<file path="config.mk">
export PLATFORM = sky130hd
export DESIGN_NAME = mem_stage_ctrl
export DESIGN_NICKNAME = d
export VERILOG_FILES = /design/src/rtl/mem_stage_ctrl.sv
export SDC_FILE = /design/constraint.sdc
export NUM_CORES = 1
export LEC_CHECK = 0
export CAP_MARGIN = 20
export CELL_PAD_IN_SITES_DETAIL_PLACEMENT = 0
export CELL_PAD_IN_SITES_GLOBAL_PLACEMENT = 1
export CORE_MARGIN = 3
export CORE_UTILIZATION = 32
export CTS_CLUSTER_DIAMETER = 50
export CTS_CLUSTER_SIZE = 24
export DETAILED_ROUTE_END_ITERATION = 6
export GPL_TIMING_DRIVEN = 0
export PLACE_DENSITY_LB_ADDON = 0.1
export REMOVE_ABC_BUFFERS = 1
export SLEW_MARGIN = 20
export SYNTH_ARGS = -nofsm -noshare
export SYNTH_HDL_FRONTEND = slang
export SYNTH_SLANG_ARGS = --single-unit
</file>
<file path="constraint.sdc">
create_clock -name clk -period 7.1 [get_ports clk]
set_clock_uncertainty 0.05 [all_clocks]
set_input_delay 1.42 -clock clk [delete_from_list [all_inputs] [get_ports clk]]
set_output_delay 1.42 -clock clk [all_outputs]
set_load 0.02 [all_outputs]
</file>
<file path="src/rtl/mem_stage_ctrl.sv">
// Memory stage of the 16-bit pipeline: drives a req/ack handshake to data memory
// for loads and stores, and produces the MEM/WB register. `MEM_TIMEOUT_EN` adds a WAIT abort.
module mem_stage_ctrl #(
  parameter int TIMEOUT_CYCLES = 15,
  parameter int TO_W           = 4
) (
  input  logic        clk,
  input  logic        reset,
  input  logic        IRegWrite,
  input  logic        IMemWrite,
  input  logic        IMemRead,
  input  logic [1:0]  IRegStore,
  input  logic [15:0] IPCP2,
  input  logic [15:0] IALUResult,
  input  logic [15:0] I3rdArg,
  input  logic [2:0]  IRd,
  input  logic        dmem_ack,
  input  logic [15:0] dmem_rdata,
  output logic        dmem_req,
  output logic        dmem_we,
  output logic [15:0] dmem_addr,
  output logic [15:0] dmem_wdata,
  output logic        stall,
  output logic [15:0] ALUResultMEM,
  output logic        ORegWrite,
  output logic [1:0]  ORegStore,
  output logic [15:0] OPCP2,
  output logic [15:0] OALUResult,
  output logic [2:0]  ORd,
  output logic [15:0] OLoadData,
  output logic [15:0] loadDataWB,
  output logic        mem_err
);

  localparam logic [0:0] ST_IDLE = 1'b0;
  localparam logic [0:0] ST_WAIT = 1'b1;

  if ((1 << TO_W) <= TIMEOUT_CYCLES) begin : g_bad_cfg
    $error("TO_W is too narrow to count to TIMEOUT_CYCLES");
  end

  logic [0:0]  r_state;
  logic        r_req;
  logic        r_we;
  logic [15:0] r_addr;
  logic [15:0] r_wdata;
  logic        r_oregwrite;
  logic [1:0]  r_oregstore;
  logic [15:0] r_opcp2;
  logic [15:0] r_oalu;
  logic [2:0]  r_ord;
  logic [15:0] r_oload;

  logic        w_memop;
  logic        w_timeout;
  logic        w_stall;
  logic        w_wb_load;
  logic        w_wb_regwrite;
  logic [15:0] w_wb_ld;
  logic        w_start;
  logic        w_done;
  logic        w_abort;

  assign w_memop = IMemRead | IMemWrite;

`ifdef MEM_TIMEOUT_EN
  logic [TO_W-1:0] r_to_cnt;
  logic            r_err;
  assign w_timeout = (r_to_cnt == TO_W'(TIMEOUT_CYCLES));
  assign mem_err   = r_err;
`else
  assign w_timeout = 1'b0;
  assign mem_err   = 1'b0;
`endif

  // Stage control decode: when to stall, and what the MEM/WB register captures
  always_comb begin
    w_stall       = 1'b0;
    w_wb_load     = 1'b0;
    w_wb_regwrite = IRegWrite;
    w_wb_ld       = 16'h0000;
    w_start       = 1'b0;
    w_done        = 1'b0;
    w_abort       = 1'b0;
    case (r_state)
      ST_IDLE: begin
        if (w_memop) begin
          w_stall = 1'b1;
          w_start = 1'b1;
        end else begin
          w_wb_load = 1'b1;
        end
      end
      ST_WAIT: begin
        // an ack coinciding with expiry wins and completes normally
        if (dmem_ack) begin
          w_wb_load = 1'b1;
          w_done    = 1'b1;
          w_wb_ld   = IMemWrite ? 16'h0000 : dmem_rdata;
        end else if (w_timeout) begin
          w_wb_load     = 1'b1;
          w_done        = 1'b1;
          w_abort       = 1'b1;
          w_wb_regwrite = 1'b0;
          w_wb_ld       = 16'hDEAD;
        end else begin
          w_stall = 1'b1;
        end
      end
      default: begin
        w_stall = 1'b0;
      end
    endcase
  end

  // Reset forces stall low at once, even with a memop still presented
  assign stall        = w_stall & ~reset;
  assign ALUResultMEM = IALUResult;

  // FSM and registered memory interface
  always_ff @(posedge clk or posedge reset) begin
    if (reset) begin
      r_state <= ST_IDLE;
      r_req   <= 1'b0;
      r_we    <= 1'b0;
      r_addr  <= 16'h0000;
      r_wdata <= 16'h0000;
    end else if (w_start) begin
      r_state <= ST_WAIT;
      r_req   <= 1'b1;
      r_we    <= IMemWrite;
      r_addr  <= IALUResult;
      r_wdata <= I3rdArg;
    end else if (w_done) begin
      r_state <= ST_IDLE;
      r_req   <= 1'b0;
      r_we    <= 1'b0;
    end else begin
      r_state <= r_state;
    end
  end

  // MEM/WB register: captures the instruction, or a bubble while stalled
  always_ff @(posedge clk or posedge reset) begin
    if (reset) begin
      r_oregwrite <= 1'b0;
      r_oregstore <= 2'b00;
      r_opcp2     <= 16'h0000;
      r_oalu      <= 16'h0000;
      r_ord       <= 3'b000;
      r_oload     <= 16'h0000;
    end else if (w_wb_load) begin
      r_oregwrite <= w_wb_regwrite;
      r_oregstore <= IRegStore;
      r_opcp2     <= IPCP2;
      r_oalu      <= IALUResult;
      r_ord       <= IRd;
      r_oload     <= w_wb_ld;
    end else begin
      r_oregwrite <= 1'b0;
    end
  end

`ifdef MEM_TIMEOUT_EN
  // Timeout counter and sticky error flag
  always_ff @(posedge clk or posedge reset) begin
    if (reset) begin
      r_to_cnt <= '0;
      r_err    <= 1'b0;
    end else if (w_start) begin
      r_to_cnt <= '0;
    end else if (w_abort) begin
      r_err <= 1'b1;
    end else if (r_state == ST_WAIT && !dmem_ack && !w_timeout) begin
      r_to_cnt <= r_to_cnt + {{(TO_W-1){1'b0}}, 1'b1};
    end else begin
      r_to_cnt <= r_to_cnt;
    end
  end
`endif

  assign dmem_req   = r_req;
  assign dmem_we    = r_we;
  assign dmem_addr  = r_addr;
  assign dmem_wdata = r_wdata;
  assign ORegWrite  = r_oregwrite;
  assign ORegStore  = r_oregstore;
  assign OPCP2      = r_opcp2;
  assign OALUResult = r_oalu;
  assign ORd        = r_ord;
  assign OLoadData  = r_oload;
  assign loadDataWB = r_oload;

endmodule

</file>
==> impl_metrics.env, run 1 <==
export IMPL_status="finished, final reports clean"
export IMPL_intPower_mw=1.22
export IMPL_cp_startpoint="IMemWrite"
export IMPL_cts_buffers=9
export IMPL_yosysWarnings=0
export IMPL_crit_slowest_cell="or2_1"
export IMPL_grt_pass1_vias=2758
export IMPL_crit_top_cell="clkdlybuf4s50_1"
export IMPL_htreeDepth=3
export IMPL_rr_worst_depth=5
export IMPL_yosysTopAreaCell="dfrtp_1"
export IMPL_endpoint="stall"
export IMPL_r2r_end="OPCP2[15]"
export IMPL_die_area_um2=13200
export IMPL_remaining_drc_errors=0
export IMPL_initialDrtViolationCount=91
export IMPL_io_buffers=195
export IMPL_nNetsFinal=520
export IMPL_relSlewSlack=0.486
export IMPL_antenna_found_initial=0
export IMPL_globalplace_congestion=0.672
export IMPL_hold_class="reg -> reg"
export IMPL_max_vdd_ir_drop_v=0.000158
export IMPL_synth_most_common_cell="dfrtp_1"
export IMPL_cts_root_buf="clkbuf_16"
export IMPL_dpl_cell_area_um2=5650
export IMPL_dpl_hpwl_um=6780
export IMPL_start_kind="input port"
export IMPL_power_per_cell_area_nw_per_um2=296
export IMPL_slowest_delay_ns=0.63
export IMPL_ios=197
export IMPL_n_antenna_cell=0
export IMPL_grt_pass1_wl_um=14400
export IMPL_switching_share=0.305
export IMPL_wl_per_cell_um=15.9
export IMPL_fin_tns_setup_ns=0
export IMPL_fmax_ghz=0.196
export IMPL_ant_nets=0
export IMPL_place_ws_ns=1.99
export IMPL_syn_instance_count=286
export IMPL_crit_chain="clkdlybuf4s50_1 -> or2_1 -> o21ai_4 -> buf_16 -> nor2_1 -> clkdlybuf4s50_1"
export IMPL_min_period_ns=5.10
export IMPL_maxCapViolCount=0
export IMPL_grt_max_degree=55
export IMPL_worstMarginPinSlew_ns=0.770
export IMPL_crit_type="in -> out"
export IMPL_r2r_slack_ns=5.08
export IMPL_p_seq_frac=0.381
export IMPL_gr_usage_all_layers=0.144
export IMPL_die_w_um=115
export IMPL_finalHoldViolCount=0
export IMPL_setup_ws_ns=2.00
export IMPL_critical_path_max_fanout=21
export IMPL_synthToLayoutAreaGrowth_pct=56.8
export IMPL_cp_arrival_ns=3.63
export IMPL_p_leak_nw=2.40
export IMPL_syn_mean_instance_area_um2=13.2
export IMPL_async_flop_share=1.00
export IMPL_cp_required_ns=5.63
export IMPL_core_um2=11500
export IMPL_finish_instance_area_um2=5930
export IMPL_setup_viol=0
export IMPL_cts_resized=0
export IMPL_start_util=0.330
export IMPL_r2r_start="dmem_req"
export IMPL_die_h_um=115
export IMPL_postCtsSetupRepairBufs=0
export IMPL_min_period_over_period=0.718
export IMPL_switching_power_mw=0.535
export IMPL_ctsHoldBuffers=0
export IMPL_row_count=39
export IMPL_synth_edf_count=0
export IMPL_drt_total_wl_um=9410
export IMPL_clkPwrFrac=0.261
export IMPL_cts_tree="built"
export IMPL_synth_cell_types=20
export IMPL_pwr_share_comb=0.358
export IMPL_synth_common_cells="88 x dfrtp_1, 65 x mux2_2, 34 x buf_4"
export IMPL_grt_ovfl_total=0
export IMPL_synth_area_um2=3780
export IMPL_rsz0062_at_grt="no"
export IMPL_cts_sinks=88
export IMPL_endpoint_kind="primary output"
export IMPL_seq_area_frac_synth=0.582
export IMPL_synth_main_ff_cell="dfrtp_1"
export IMPL_drive_gt1_frac=0.190
export IMPL_ys_seq_elements=88
export IMPL_path_clk_slew_ns=0.06
export IMPL_vias_per_cell=4.57
export IMPL_clock_path_buffers=2
export IMPL_ys_top_cells_by_area="dfrtp_1 58%, mux2_2 19%, buf_4 6.8%"
export IMPL_num_vias=2698
export IMPL_insertion_delay_ns=0.33
export IMPL_drv_slew=0
export IMPL_synth_top_cell_area_share=0.582
export IMPL_drt_pass1_iterations=4
registers in the layout, summed over array words and instances, names as in the netlist:
signal,count
ORegStore,2
dmem_we,1
OALUResult,16
dmem_addr,16
dmem_req,1
ORegWrite,1
OLoadData,16
ORd,3
OPCP2,16
dmem_wdata,16
worst min path at each step:
stage,endpoint,from,slack (ns),cells after the start
5_1_grt,OALUResult[6],OALUResult[6],0.46,1
3_3_place_gp,OALUResult[8],OALUResult[8],0.42,1
2_1_floorplan,OALUResult[6],OALUResult[6],0.56,1
6_report,OALUResult[8],OALUResult[8],0.44,1
4_1_cts,OALUResult[6],OALUResult[6],0.45,1
3_5_place_dp,OALUResult[6],OALUResult[6],0.43,1
placed cells by master, fill, tap and decap left out, types with 2 or more instances in the layout:
master	Yosys	final
mux2_2	65	65
buf_16	0	4
clkbuf_16	0	9
a31oi_1	16	16
dfrtp_1	88	87
a21oi_1	17	17
nand2b_1	17	16
clkdlybuf4s50_1	0	195
inv_1	3	2
nand2_1	18	18
clkbuf_1	5	2
mux2_1	4	4
cell families (layout without fill, tap and decap cells):
| family | count (synthesis) | count (layout) | share of synthesized area |
|---|---|---|---|
| buf+inv | 54 | 215 | 0.104 |
| flops | 88 | 88 | 0.582 |
| other cells | 1 | 1 | 0.000992 |
| compound gates | 35 | 35 | 0.0549 |
| simple gates | 39 | 39 | 0.0520 |
| mux | 69 | 69 | 0.205 |
power by group through the flow:
stage / clock network, mW / logic (mW) / registers [mW]
final: 0.457 / 0.627 / 0.668
after global routing: 0.494 / 0.664 / 0.685
after CTS: 0.478 / 0.638 / 0.670
after detailed placement: 0 / 0.636 / 0.679
after global placement: 0 / 0.621 / 0.672
after floorplan: 0 / 0.130 / 0.822
per-layer routing:
metal,routed length (µm),up-vias,track usage
li1,-,1262,-
met1,3790,1310,0.175
met2,4510,115,0.225
met3,934,11,0.0592
met4,176,0,0.0657
met5,0,-,0
area by class of cell:
type	count	area [µm²]
inverter	3	16.3
multi-input combinational	144	1190
clock inverter	1	30.0
fill	1032	5540
tap	143	179
clock buffer	12	246
timing repair buffer	199	2060
sequential	88	2200
worst max-delay path, delay by kind of cell:
family                 cells  cell delay [ns]
AND/OR/NAND/NOR            2             0.73
buffers and inverters      3             1.33
AO/OA/AOI/OAI              1             0.14
per-stage QoR:
step | instances | util | total power [mW] | hold WS, ns
finish | 590 | 0.517 | 1.75 | 0.441
global route | 590 | 0.517 | 1.84 | 0.457
CTS | 590 | 0.517 | 1.79 | 0.445
detailed placement | 577 | 0.493 | 1.31 | 0.429
global placement | 573 | 0.482 | 1.29 | 0.419
floorplan | 235 | - | 0.952 | 0.560
(Power assumes the default switching activity.)
==> inputs of run 2 (changes only) <==
CORE_UTILIZATION = 27   (was 32)
clock period = 4.25 ns   (was 7.1 ns; I/O delays follow)
==> impl_metrics.env, run 2 (synthesis gave the netlist of run 1 again) <==
export IMPL_critical_path_max_fanout=18
export IMPL_ios=197
export IMPL_pwr_share_comb=0.353
export IMPL_crit_top_cell="clkdlybuf4s50_1"
export IMPL_synthToLayoutAreaGrowth_pct=58.4
export IMPL_cts_tree="built"
export IMPL_globalplace_congestion=0.680
export IMPL_finalHoldViolCount=0
export IMPL_rsz0062_at_grt="no"
export IMPL_min_period_over_period=0.935
export IMPL_r2r_slack_ns=2.16
export IMPL_switching_share=0.311
export IMPL_grt_pass1_wl_um=15600
export IMPL_layout_commonest_cell="clkdlybuf4s50_1"
export IMPL_nNetsFinal=520
export IMPL_cp_num_buf_inv=3
export IMPL_cp_arrival_ns=3.07
export IMPL_initialDrtViolationCount=110
export IMPL_relSlewSlack=0.537
export IMPL_crit_slowest_cell="clkdlybuf4s50_1"
export IMPL_setup_ws_ns=0.276
export IMPL_htreeDepth=3
export IMPL_crit_family="buffers and inverters"
export IMPL_n_antenna_cell=0
export IMPL_fmax_ghz=0.252
export IMPL_io_buffers=195
export IMPL_grt_ovfl_total=0
export IMPL_die_h_um=124
export IMPL_crit_type="in -> out"
export IMPL_clock_path_buffers=2
export IMPL_cts_sinks=88
export IMPL_grt_max_degree=62
export IMPL_cts_buffers=9
export IMPL_start_kind="input port"
export IMPL_insertion_delay_ns=0.33
export IMPL_setup_viol=0
export IMPL_vias_per_cell=4.31
export IMPL_place_ws_ns=0.0921
export IMPL_wl_per_cell_um=15.5
export IMPL_gr_usage_all_layers=0.128
export IMPL_core_um2=13500
export IMPL_drt_pass1_iterations=4
export IMPL_num_vias=2699
export IMPL_worstMarginPinSlew_ns=0.691
export IMPL_antenna_found_initial=0
export IMPL_p_leak_nw=2.42
export IMPL_maxCapViolCount=0
export IMPL_status="finished, final reports clean"
export IMPL_layout_common_cells="195 x clkdlybuf4s50_1, 87 x dfrtp_1, 65 x mux2_2"
export IMPL_cts_root_buf="clkbuf_16"
export IMPL_hold_ws_ns=0.436
export IMPL_drive_gt1_frac=0.202
export IMPL_row_count=42
export IMPL_die_area_um2=15500
export IMPL_start_util=0.281
export IMPL_crit_chain="clkdlybuf4s50_1 -> or2_2 -> o21ai_4 -> buf_16 -> nor2_1 -> clkdlybuf4s50_1"
export IMPL_remaining_drc_errors=0
export IMPL_endpoint_kind="primary output"
export IMPL_grt_pass1_vias=2683
export IMPL_drv_slew=0
export IMPL_drt_total_wl_um=9690
export IMPL_switching_power_mw=0.919
export IMPL_dpl_hpwl_um=6980
export IMPL_intPower_mw=2.04
export IMPL_cp_required_ns=3.35
export IMPL_fill_cells=1299
export IMPL_slowest_delay_ns=0.53
export IMPL_ant_nets=0
export IMPL_seq_area_um2=2200
export IMPL_multiInputGateArea_um2=1190
export IMPL_path_clk_slew_ns=0.06
export IMPL_power_per_cell_area_nw_per_um2=494
export IMPL_clkPwrFrac=0.270
export IMPL_hold_class="reg -> reg"
export IMPL_p_seq_frac=0.377
export IMPL_die_w_um=124
export IMPL_max_vdd_ir_drop_v=0.000185
export IMPL_min_period_ns=3.97
## run 2: final timing paths
path	cells after the start	to	startpoint
setup / recovery	6	stall	IMemWrite
max in group asynchronous	3	dmem_req	reset
setup reg to reg	5	OALUResult[12]	dmem_req
hold / removal	1	OALUResult[8]	OALUResult[8]
min in group asynchronous	2	OPCP2[12]	reset
hold reg to reg	1	OALUResult[8]	OALUResult[8]
## run 2: timing repair
action                                  in CTS  in global routing
resized for setup                            0                  1
endpoints found under the setup margin       0                  1
buffers inserted                             0                  0
hold buffers                                 0                  0
hold endpoints to repair                     0                  0
## run 2: power by group through the flow
stage	combinational (mW)	clock [mW]	sequential, mW
6_report	1.05	0.797	1.12
5_1_grt	1.10	0.873	1.14
4_1_cts	1.06	0.833	1.12
3_5_place_dp	1.06	0	1.13
3_3_place_gp	1.04	0	1.12
2_1_floorplan	0.217	0	1.37
## run 2: per-layer routing
| metal | wire [µm] | track usage | up-vias |
|---|---|---|---|
| met1 | 4090 | 0.155 | 1320 |
| li1 | - | - | 1261 |
| met5 | 0 | 0 | - |
| met2 | 4770 | 0.208 | 103 |
| met4 | 189 | 0.0561 | 0 |
| met3 | 640 | 0.0420 | 15 |
## run 2: metrics by stage
| stage | power (mW) | cell area (µm²) | TNS, ns | utilization | std cells |
|---|---|---|---|---|---|
| after CTS | 3.02 | 5990 | 0 | 0.445 | 626 |
| after detailed placement | 2.20 | 5690 | 0 | 0.423 | 610 |
| after floorplan | 1.59 | 3400 | 0 | - | 235 |
| after global routing | 3.12 | 5990 | 0 | 0.445 | 626 |
| final | 2.96 | 5990 | 0 | 0.445 | 626 |
| after global placement | 2.17 | 5570 | -53.63 | 0.414 | 606 |
## run 2: layout make-up
| cell class | instances | area share |
|---|---|---|
| Clock inverter | 6 | 0.00982 |
| Multi-Input combinational cell | 144 | 0.199 |
| Clock buffer | 10 | 0.0399 |
| Sequential cell | 88 | 0.368 |
| Tap cell | 176 | 0.0368 |
| Timing Repair Buffer | 199 | 0.344 |
| Inverter | 3 | 0.00272 |
==> inputs of run 3 (changes only) <==
CORE_MARGIN = 2   (was 3)
PLACE_DENSITY_LB_ADDON = 0.15   (was 0.1)
==> impl_metrics.env, run 3 (synthesis gave the netlist of run 1 again) <==
export IMPL_initialDrtViolationCount=161
export IMPL_max_vdd_ir_drop_v=0.000352
export IMPL_layout_common_cells="195 x clkdlybuf4s50_1, 87 x dfrtp_1, 65 x mux2_2"
export IMPL_power_per_cell_area_nw_per_um2=493
export IMPL_cts_resized=0
export IMPL_fin_tns_setup_ns=0
export IMPL_setup_viol=0
export IMPL_start_kind="input port"
export IMPL_min_period_ns=3.99
export IMPL_io_buffers=195
export IMPL_endpoint_kind="primary output"
export IMPL_crit_family="buffers and inverters"
export IMPL_ios=197
export IMPL_maxCapViolCount=0
export IMPL_cts_tree="built"
export IMPL_r2r_end="dmem_addr[3]"
export IMPL_num_vias=2729
export IMPL_layout_commonest_cell="clkdlybuf4s50_1"
export IMPL_p_leak_nw=2.40
export IMPL_nNetsFinal=520
export IMPL_antenna_found_initial=1
export IMPL_cp_required_ns=3.35
export IMPL_whs_path_depth=1
export IMPL_cp_arrival_ns=3.09
export IMPL_r2r_slack_ns=2.19
export IMPL_ctsHoldBuffers=0
export IMPL_crit_chain="clkdlybuf4s50_1 -> or2_1 -> o21ai_4 -> buf_16 -> nor2_1 -> clkdlybuf4s50_1"
export IMPL_grt_pass1_vias=2715
export IMPL_row_count=43
export IMPL_hold_class="reg -> reg"
export IMPL_critical_path_max_fanout=22
export IMPL_gr_usage_all_layers=0.133
export IMPL_core_um2=13800
export IMPL_cp_depth=6
export IMPL_crit_type="in -> out"
export IMPL_fill_cells=1345
export IMPL_slowest_delay_ns=0.65
export IMPL_min_period_over_period=0.939
export IMPL_htreeDepth=3
export IMPL_postCtsSetupRepairBufs=1
export IMPL_drt_pass1_iterations=4
export IMPL_fmax_ghz=0.251
export IMPL_status="finished, final reports clean"
export IMPL_die_area_um2=15000
export IMPL_r2r_start="dmem_req"
export IMPL_path_clk_slew_ns=0.06
export IMPL_crit_top_cell="clkdlybuf4s50_1"
export IMPL_finalHoldViolCount=0
export IMPL_clock_path_buffers=2
export IMPL_relSlewSlack=0.460
export IMPL_synthToLayoutAreaGrowth_pct=57.8
export IMPL_wl_per_cell_um=15.3
export IMPL_cp_num_buf_inv=3
export IMPL_insertion_delay_ns=0.34
export IMPL_drt_total_wl_um=9640
export IMPL_rsz0062_at_grt="no"
export IMPL_crit_slowest_cell="or2_1"
export IMPL_die_w_um=122
export IMPL_grt_max_degree=65
export IMPL_remaining_drc_errors=0
export IMPL_cts_sinks=88
export IMPL_worstHoldStart="OALUResult[8]"
export IMPL_hold_ws_ns=0.435
export IMPL_vias_per_cell=4.33
export IMPL_globalplace_congestion=0.697
export IMPL_grt_pass1_wl_um=15000
export IMPL_die_h_um=122
export IMPL_n_antenna_cell=0
export IMPL_grt_ovfl_total=0
export IMPL_rr_worst_depth=3
export IMPL_cts_buffers=9
export IMPL_min_to="OALUResult[8]"
export IMPL_drv_slew=0
export IMPL_cts_root_buf="clkbuf_16"
export IMPL_start_util=0.275
export IMPL_ant_nets=0
export IMPL_dpl_hpwl_um=6650
export IMPL_drive_gt1_frac=0.196
export IMPL_worstMarginPinSlew_ns=0.810
run 3: changes by cell type in the layout (fill, tap and decap cells not counted), sizes merged:
cell	delta
clkinv	-3
clkinvlp	+1
inv	+1
clkbuf	+1
run 3: worst reg2reg max path, stage by stage (launching register included):
cell	delay (ns)
dfrtp_2	0.78
nand2b_2	0.54
buf_16	0.22
mux2_2	0.35
run 3: cell type report:
cell class | count | area, µm² | area share
Timing Repair Buffer | 199 | 2040 | 0.342
Clock buffer | 11 | 233 | 0.0390
Sequential cell | 88 | 2200 | 0.369
Inverter | 3 | 16.3 | 0.00273
Multi-Input combinational cell | 144 | 1190 | 0.199
Tap cell | 180 | 225 | 0.0378
Clock inverter | 5 | 56.3 | 0.00944
run 3: power by group:
part           leakage (nW)  switching (mW)  internal [mW]
registers              1.03           0.111           1.01
logic                  1.22           0.482          0.560
clock network         0.140           0.329          0.456
total                  2.40           0.921           2.02
run 3: worst max path at each step:
stage                    from              to
finish              IMemWrite           stall
global route        IMemWrite           stall
CTS                 IMemWrite           stall
detailed placement  IMemWrite           stall
global placement        reset  dmem_wdata[11]
floorplan               reset   OALUResult[0]
run 3: routing by layer:
layer	vias to the layer above	track usage	wire, µm
met1	1342	0.161	3870
met2	111	0.208	4660
met5	-	0	13
met3	7	0.0720	998
met4	2	0.0323	96
li1	1267	-	-
run 3: stage by stage:
step,power (mW),util,std cells,instance area (µm²),setup slack [ns]
after floorplan,1.59,-,235,3400,1.07
final,2.94,0.433,630,5970,0.261
after global placement,2.16,0.405,610,5580,-0.587
after detailed placement,2.19,0.412,613,5670,-0.116
after CTS,3.01,0.433,630,5970,0.255
after global routing,3.11,0.433,630,5970,0.125
